==> src/rtl/ioctl_wb_loader.sv <==
// Packs 16-bit hps_io download halfwords into 32-bit wishbone writes to SDRAM.
// Latency: wb_stb rises on the edge after the accepted ioctl_wr and drops on the edge after wb_ack.
// Backpressure: ioctl_wait is held high while any bus write is in flight. It has no timeout.
module ioctl_wb_loader #(
    parameter logic [7:0]  DL_INDEX  = 8'd1,
    parameter logic [25:0] BASE_ADDR = 26'h0400000
) (
    input  logic        clk_sys,
    input  logic        reset,
    input  logic        ioctl_download,
    input  logic [7:0]  ioctl_index,
    input  logic        ioctl_wr,
    input  logic [24:0] ioctl_addr,
    input  logic [15:0] ioctl_dout,
    output logic        ioctl_wait,
    output logic        wb_cyc,
    output logic        wb_stb,
    output logic        wb_we,
    output logic [3:0]  wb_sel,
    output logic [25:0] wb_adr,
    output logic [31:0] wb_dat_o,
    input  logic        wb_ack,
    output logic        active,
    output logic        done,
    output logic [22:0] word_count
);

    localparam logic [1:0] S_IDLE   = 2'd0;
    localparam logic [1:0] S_WRITE  = 2'd1;
    localparam logic [1:0] S_WRITE2 = 2'd2;
    localparam logic [1:0] S_FLUSH  = 2'd3;

    // Byte address of a 32-bit word slot, relative to the download base (wraps at 26 bits).
    function automatic logic [25:0] word_addr(input logic [22:0] a);
        return BASE_ADDR + {1'b0, a, 2'b00};
    endfunction

    logic [1:0]  state_q, state_d;
    logic        stb_q, stb_d;
    logic [25:0] adr_q, adr_d;
    logic [3:0]  sel_q, sel_d;
    logic [31:0] dat_q, dat_d;

    // Second write queued behind the current one (mismatched high half).
    logic        q2_vld_q, q2_vld_d;
    logic [25:0] q2_adr_q, q2_adr_d;
    logic [31:0] q2_dat_q, q2_dat_d;

    // Pending-low register: a low halfword waiting for its high partner.
    logic        pl_vld_q, pl_vld_d;
    logic [22:0] pl_adr_q, pl_adr_d;
    logic [15:0] pl_dat_q, pl_dat_d;

    logic        active_q, active_d;
    logic        eod_q, eod_d;
    logic        done_q, done_d;
    logic [22:0] cnt_q, cnt_d;

    logic        act_rise;
    logic        act_fall;
    logic        accept;
    logic        pl_vld_cur;
    logic [22:0] cnt_cur;
    logic [22:0] a_word;
    logic        unused_addr0;

    assign active       = ioctl_download & (ioctl_index == DL_INDEX);
    assign act_rise     = active & ~active_q;
    assign act_fall     = ~active & active_q;
    assign accept       = ioctl_wr & active & (state_q == S_IDLE);
    assign a_word       = ioctl_addr[24:2];
    assign unused_addr0 = ioctl_addr[0];

    // A new download starts from an empty pending-low register and a zero count.
    assign pl_vld_cur = pl_vld_q & ~act_rise;
    assign cnt_cur    = act_rise ? 23'd0 : cnt_q;

    // Next-state: write decode in IDLE, handshake tracking in the bus states.
    always_comb begin
        state_d  = state_q;
        stb_d    = stb_q;
        adr_d    = adr_q;
        sel_d    = sel_q;
        dat_d    = dat_q;
        q2_vld_d = q2_vld_q;
        q2_adr_d = q2_adr_q;
        q2_dat_d = q2_dat_q;
        pl_vld_d = pl_vld_cur;
        pl_adr_d = pl_adr_q;
        pl_dat_d = pl_dat_q;
        active_d = active;
        eod_d    = eod_q | act_fall;
        done_d   = 1'b0;
        cnt_d    = cnt_cur;

        case (state_q)
            S_IDLE: begin
                if (accept) begin
                    if (!ioctl_addr[1]) begin
                        // Low half: flush any stale low half, then park the new one.
                        if (pl_vld_cur) begin
                            state_d = S_WRITE;
                            stb_d   = 1'b1;
                            adr_d   = word_addr(pl_adr_q);
                            sel_d   = 4'b0011;
                            dat_d   = {16'h0, pl_dat_q};
                        end
                        pl_vld_d = 1'b1;
                        pl_adr_d = a_word;
                        pl_dat_d = ioctl_dout;
                    end else if (pl_vld_cur && (pl_adr_q == a_word)) begin
                        // Matching pair: one full-word write.
                        state_d  = S_WRITE;
                        stb_d    = 1'b1;
                        adr_d    = word_addr(a_word);
                        sel_d    = 4'b1111;
                        dat_d    = {ioctl_dout, pl_dat_q};
                        pl_vld_d = 1'b0;
                    end else if (pl_vld_cur) begin
                        // Mismatched pair: stale low half now, high half queued behind it.
                        state_d  = S_WRITE;
                        stb_d    = 1'b1;
                        adr_d    = word_addr(pl_adr_q);
                        sel_d    = 4'b0011;
                        dat_d    = {16'h0, pl_dat_q};
                        q2_vld_d = 1'b1;
                        q2_adr_d = word_addr(a_word);
                        q2_dat_d = {ioctl_dout, 16'h0};
                        pl_vld_d = 1'b0;
                    end else begin
                        // Lone high half.
                        state_d = S_WRITE;
                        stb_d   = 1'b1;
                        adr_d   = word_addr(a_word);
                        sel_d   = 4'b1100;
                        dat_d   = {ioctl_dout, 16'h0};
                    end
                end else if (eod_q || act_fall) begin
                    // End of download: drain a parked low half, else signal done now.
                    eod_d = 1'b0;
                    if (pl_vld_cur) begin
                        state_d  = S_FLUSH;
                        stb_d    = 1'b1;
                        adr_d    = word_addr(pl_adr_q);
                        sel_d    = 4'b0011;
                        dat_d    = {16'h0, pl_dat_q};
                        pl_vld_d = 1'b0;
                    end else begin
                        done_d = 1'b1;
                    end
                end
            end

            S_WRITE: begin
                if (stb_q && wb_ack) begin
                    stb_d = 1'b0;
                    cnt_d = cnt_cur + 23'd1;
                    if (q2_vld_q) begin
                        // Strobe stays low for one cycle before the queued write.
                        state_d  = S_WRITE2;
                        adr_d    = q2_adr_q;
                        sel_d    = 4'b1100;
                        dat_d    = q2_dat_q;
                        q2_vld_d = 1'b0;
                    end else begin
                        state_d = S_IDLE;
                    end
                end
            end

            S_WRITE2: begin
                if (!stb_q) begin
                    stb_d = 1'b1;
                end else if (wb_ack) begin
                    stb_d   = 1'b0;
                    cnt_d   = cnt_cur + 23'd1;
                    state_d = S_IDLE;
                end
            end

            default: begin
                if (stb_q && wb_ack) begin
                    stb_d   = 1'b0;
                    cnt_d   = cnt_cur + 23'd1;
                    state_d = S_IDLE;
                    done_d  = 1'b1;
                end
            end
        endcase
    end

    // State registers; reset overrides any coincident ack.
    always_ff @(posedge clk_sys) begin
        if (reset) begin
            state_q  <= S_IDLE;
            stb_q    <= 1'b0;
            adr_q    <= 26'd0;
            sel_q    <= 4'd0;
            dat_q    <= 32'd0;
            q2_vld_q <= 1'b0;
            q2_adr_q <= 26'd0;
            q2_dat_q <= 32'd0;
            pl_vld_q <= 1'b0;
            pl_adr_q <= 23'd0;
            pl_dat_q <= 16'd0;
            active_q <= 1'b0;
            eod_q    <= 1'b0;
            done_q   <= 1'b0;
            cnt_q    <= 23'd0;
        end else begin
            state_q  <= state_d;
            stb_q    <= stb_d;
            adr_q    <= adr_d;
            sel_q    <= sel_d;
            dat_q    <= dat_d;
            q2_vld_q <= q2_vld_d;
            q2_adr_q <= q2_adr_d;
            q2_dat_q <= q2_dat_d;
            pl_vld_q <= pl_vld_d;
            pl_adr_q <= pl_adr_d;
            pl_dat_q <= pl_dat_d;
            active_q <= active_d;
            eod_q    <= eod_d;
            done_q   <= done_d;
            cnt_q    <= cnt_d;
        end
    end

    assign wb_stb     = stb_q;
    assign wb_cyc     = stb_q;
    assign wb_we      = stb_q;
    assign wb_sel     = sel_q;
    assign wb_adr     = adr_q;
    assign wb_dat_o   = dat_q;
    assign ioctl_wait = (state_q != S_IDLE);
    assign done       = done_q;
    assign word_count = cnt_q;

endmodule

==> config.mk <==
export PLATFORM = sky130hd
export DESIGN_NAME = ioctl_wb_loader
export DESIGN_NICKNAME = d
export VERILOG_FILES = /design/src/rtl/ioctl_wb_loader.sv
export SDC_FILE = /design/constraint.sdc
export NUM_CORES = 1
export LEC_CHECK = 0
export CAP_MARGIN = 20
export CORE_UTILIZATION = 49
export CTS_BUF_LIST = sky130_fd_sc_hd__clkbuf_4
export DETAILED_ROUTE_END_ITERATION = 16
export PLACE_DENSITY = 0.84
export REMOVE_ABC_BUFFERS = 1
export SLEW_MARGIN = 20
export SYNTH_ARGS = -nofsm -noshare
export SYNTH_HDL_FRONTEND = slang
export SYNTH_SLANG_ARGS = --single-unit
export TNS_END_PERCENT = 50
==> constraint.sdc <==
create_clock -name clk_sys -period 3.4 [get_ports clk_sys]
set_input_delay 1.02 -clock clk_sys [delete_from_list [all_inputs] [get_ports clk_sys]]
set_output_delay 1.02 -clock clk_sys [all_outputs]
set_load 0.05 [all_outputs]
# Word-level counts from Yosys, hierarchy flattened

Index checks and enable logic that the tools add are counted.

Register bits: 174
Input bits: 54
Output and inout bits: 91
Word-level logic and storage cells: 127

$add $sub $neg: 3
Eq/ne operators: 15
Muxes and demuxes: 68
Bitwise gates (word level): 12
Reduce and logical (&&, ||, !) cells: 14

Operators by type and width:

| kind                                                 | number |
|---|---|
| two-way mux 32 bit                                   | 8 |
| two-way mux 26 bit                                   | 8 |
| two-way mux 23 bit                                   | 4 |
| case mux 32 bit (2 select lines)                     | 1 |
| adder 23 x 25 -> 26 bit (first input constant)       | 2 |
| case mux 26 bit (2 select lines)                     | 1 |
| case mux 23 bit (2 select lines)                     | 1 |
| two-way mux 4 bit                                    | 8 |
| adder 23 x 1 -> 23 bit (second input constant)       | 1 |
| equality test 23 bit                                 | 1 |
| two-way mux 1 bit                                    | 22 |
| two-way mux 2 bit                                    | 10 |
| != test 2 bit (second input constant)                | 8 |
| equality test 8 x 1 -> 1 bit (second input constant) | 1 |
| case mux 4 bit (2 select lines)                      | 1 |
| AND reduction 7 bit                                  | 1 |
| AND 1 bit                                            | 6 |
| != test 3 bit (second input constant)                | 2 |
| case mux 1 bit (2 select lines)                      | 3 |
| case mux 2 bit (3 select lines)                      | 1 |
| AND reduction 6 bit                                  | 1 |
| inverter 1 bit                                       | 5 |
| AND reduction 5 bit                                  | 1 |
| AND reduction 4 bit                                  | 1 |
| other kinds (12)                                     | 14 |

# Longest topological paths before layout

Word-level depth: 10
Gate-level depth with buffers: 11
Gate-level depth less buffers: 9

# Worst setup path before layout

Ideal clock, no wire load.

Path type: in2reg
From: in ioctl_index[7]
To: reg q2_dat_q[22]
Library setup time: 0.128 ns
Data arrival time: 3.730 ns
Data required time: 3.272 ns
Slack: -0.457 ns
Stages on the path: 8
Buffers on the path: 2
Cells stage by stage: or4b_1 buf_2 nor3_1 and3_1 o21ai_1 buf_1 mux2i_1 nor2_1

Cells in the longest elaborated chain, start to end: 8
Elaborated cells between the ends (all ways): 10
Those cells by class: eq/ne: 1; bitwise: 7; reduce/logical: 2

Ends and longest elaborated chain:

| item                            | line | source |
|---|---|---|
| start, declared                 | 11   | `input logic [7:0] ioctl_index,` |
| equality test 8 x 1 -> 1 bit *  | 67   | `assign active = ioctl_download & (ioctl_index == DL_INDEX);` |
| AND 1 bit *                     | 67   |  |
| net active                      | 23   | `output logic active,` |
| AND 1 bit                       | 68   | `assign act_rise = active & ~active_q;` |
| inverter 1 bit                  | 75   | `assign pl_vld_cur = pl_vld_q & ~act_rise;` |
| AND 1 bit                       | 75   |  |
| logical AND 1 bit               | 111  | `end else if (pl_vld_cur && (pl_adr_q == a_word)) begin` |
| inverter 1 bit (no line)        | n/a  |  |
| AND reduction 5 bit (no line) * | n/a  |  |
| end signal, assigned            | 218  | `q2_dat_q <= q2_dat_d;` |
| end, declared                   | 47   | `logic [31:0] q2_dat_q, q2_dat_d;` |

Mark *: on every way through the listed nets, which the timed path passes. The rest lies on a longest branch.
A chain may end at the register's enable or synchronous reset.

# Worst setup path in the final report

From: in ioctl_index[1]
To: out active

Cells in the longest elaborated chain, start to end: 2

Ends and longest elaborated chain:

| item                         | line |
|---|---|
| equality test 8 x 1 -> 1 bit | 67 |
| AND 1 bit                    | 67 |
| end, declared                | 23 |

No other way between the ends.

==> impl_metrics.yaml <==
drt:
  drtPass1Iterations: 6
  via_count: 7491
  finalWirelength_mm: 21.6
  ant_nets: 0
  route.detailed.wl_per_inst_um: 16.4
  viasPerCell: 5.68
  drc: 0
  drt_iter0_markers: 640
critical_path:
  path_max_fanout: 2
  cp.required_ps: 2380
  slowest_stage: "or4b_4"
  cp-end-kind: "output pin"
  cp-start-kind: "primary input"
  path_cells: "clkdlybuf4s50_1 -> or4b_4 -> nor3_2 -> buf_4 -> buf_12"
  worstSetupPathType: "primary input to output pin"
  arrival_ps: 2390
  max_stage_delay_ps: 560
place:
  post-place-cells: 1285
  place_area_mm2: 0.00979
  gp_congestion: 0.857
  io_buffers: 143
  post-place-ws_ps: -369
  dp_hpwl_mm: 14.4
synth:
  async_flop_share: 0
  syn_inst: 926
  synth.cell_area_mm2: 0.00768
  synth.area.mux_share: 0.0508
  synth_edf_count: 0
  ys.flop_type: "dfxtp_1"
  yosysTopAreaCell: "dfxtp_1"
  synth_xor_area_frac: 0.0468
  synth.area.top_cells: "dfxtp_1 45%, nand2_1 9.2%, a21oi_1 7.0%, mux2i_1 5.1%, nor2_1 3.9%"
  synth_cell_types: 64
  synthAdderAreaFrac: 0.00489
  synth_warnings: 0
  synth-compound-area-share: 0.189
  ys_seq_elements: 172
  synthTopCellsByCount: "188 x nand2_1, 172 x dfxtp_1, 108 x a21oi_1, 79 x nor2_1, 46 x clkbuf_1"
  synth.most_common_cell: "nand2_1"
  synth_seq_area_share: 0.449
  yosysTopAreaCellShare: 0.449
  yosys.area_share.simple: 0.219
  syn_area_per_cell_um2: 8.29
  synth_top_family_by_area: "simple AND/OR/NAND/NOR gates"
grt:
  grt_pass1_wl_mm: 34.9
  grt_use_met1: 0.361
  grtUsageTotal: 0.273
  grt_pass1_vias: 6952
  grt_max_degree: 93
  grt_antenna_before_repair: 1
  grt_overflow: 0
  busiest_layer: "met2"
  grtUsageMet2: 0.438
  globalRouteMet3Util: 0.0519
sta:
  slew-limit-headroom: 0.296
  fin_crit_ps: 3410
  fin_ws_ps: -6.63
  worst_slew_pin_slew_ps: 1050
  slew_violations: 0
  fmax_mhz: 294
  setup_viol: 1
  fin_crit_sh: 1.00
  hold_violations: 0
  finClkSkew_ps: 28.5
  rsz0062_at_grt: "true"
min_path:
  hp-class: "flop to flop"
pwr:
  p_leak_nw: 3.83
  vdd_drop_max_v: 0.000221
  p_per_area_mw_per_mm2: 330
clocking:
  path_clk_slew_ps: 150
  cts_buffer_depth: 2
  clkLatencyLatePin_ps: 580
  cts_tree: "yes"
  cts_max_level: 4
  clock_sinks: 172
  cts-root-buf: "clkbuf_4"
  cts_buffers: 17
floorplan:
  die_y_um: 127
  die_x_um: 127
  coreArea_mm2: 0.0153
  dieArea_mm2: 0.0162
  initial_utilization: 0.503
  io_pins: 145
  std_cell_rows: 45
final_layout:
  multiInputGateArea_mm2: 0.00394
  instances_no_fill: 1320
  final_util: 0.661
  drive_above_1_share: 0.117
  areaGrowthSynthToFinish_pct: 31.3
  nFillCells: 1259
  seq_area_mm2: 0.00344
  post-route-cell-area_mm2: 0.0101
  fin_nets: 1152
job:
  cap_violations: 0
run_status:
  status: "complete, but fails checks"
  violations: "setup timing"
==> cells by family after synthesis <==
| family | Yosys count |
|---|---|
| AND/OR/NAND/NOR | 375 |
| buffers and inverters | 73 |
| flip-flops | 172 |
| AO/OA/AOI/OAI | 223 |
| multiplexers | 39 |
| XOR/XNOR | 41 |
| adder cells (fa/ha/maj) | 3 |
==> path summary, 6_finish.rpt <==
check / from / end / slack (ps) / depth (start not counted)
worst max register to register: state_q[0]$_SDFFE_PP0P_ / wb_adr[3]$_SDFFE_PP0P_ / 910 / 8
worst min register to register: pl_dat_q[0]$_SDFFE_PP0P_ / wb_dat_o[0]$_SDFFE_PP0P_ / 460 / 2
worst min-delay path: pl_dat_q[0]$_SDFFE_PP0P_ / wb_dat_o[0]$_SDFFE_PP0P_ / 460 / 2
worst max-delay path: ioctl_index[1] / active / -7 / 5
==> metrics by stage <==
stage                     hold WS, ps  power, mW  TNS (ps)
after detailed placement          445       2.24    -17600
final                             458       3.32     -6.63
after floorplan                   426       2.09    -72890
after global placement            437       2.24    -16030
after CTS                         457       3.34         0
after global routing              454       3.44     -62.0
==> state kept, by name (all words and copies together) (netlist names) <==
register / flops
wb_sel: 4
pl_adr_q: 23
eod_q: 1
active_q: 1
wb_cyc: 1
q2_dat_q: 16
q2_vld_q: 1
wb_adr: 26
wb_dat_o: 32
q2_adr_q: 24
word_count: 23
pl_vld_q: 1
state_q: 2
done: 1
pl_dat_q: 16
==> timing repair <==
action | CTS | global route
endpoints found under the setup margin | 1 | 2
buffers inserted | 2 | 0
gates resized for setup | 3 | 1
pin swaps | 2 | 0
hold buffers | 0 | 0
==> final cells by class <==
| class | instances | share of cell area |
|---|---|---|
| Antenna cell | 1 | 0.000248 |
| Clock buffer | 18 | 0.0134 |
| Clock inverter | 14 | 0.0125 |
| Inverter | 5 | 0.00186 |
| Multi-Input combinational cell | 681 | 0.390 |
| Sequential cell | 172 | 0.342 |
| Tap cell | 211 | 0.0262 |
| Timing Repair Buffer | 218 | 0.214 |
==> power breakdown <==
group / internal (mW) / total [mW] / switching (mW)
sequential: 2.02 / 2.02 / 0.000308
clock: 0.330 / 1.12 / 0.791
combinational: 0.0927 / 0.185 / 0.0922
total: 2.44 / 3.32 / 0.883
==> critical path, delay by kind of cell <==
kind	cells	cell delay, ps
and+or+nand+nor	2	680
buffers and inverters	3	690
==> cells in the final DEF (no fill, tap or decap), types with 4 or more instances in the layout <==
| cell | count |
|---|---|
| a211o_1 | 10 |
| a21o_1 | 6 |
| a21oi_1 | 108 |
| a21oi_2 | 9 |
| a22oi_1 | 17 |
| a32oi_1 | 8 |
| and2_1 | 5 |
| and3_1 | 7 |
| and4_1 | 5 |
| buf_12 | 13 |
| buf_4 | 64 |
| clkbuf_4 | 18 |
| clkdlybuf4s50_1 | 140 |
| dfxtp_1 | 172 |
| inv_1 | 5 |
| inv_6 | 5 |
| inv_8 | 4 |
| mux2i_1 | 39 |
| nand2_1 | 188 |
| nand3_1 | 34 |
| nand4_1 | 9 |
| nor2_1 | 79 |
| nor3_1 | 8 |
| nor4_1 | 8 |
| o211ai_1 | 17 |
| o21ai_0 | 15 |
| or3_1 | 8 |
| xnor2_1 | 8 |
| xor2_1 | 33 |
==> routing by layer <==
layer  wire [um]  vias to the layer above
met3        1640                       43
met1        9460                     3528
li1            -                     3577
met2        9940                      343
met4         543                        0
met5           0                        -
Power figures use the tool's default switching activity.
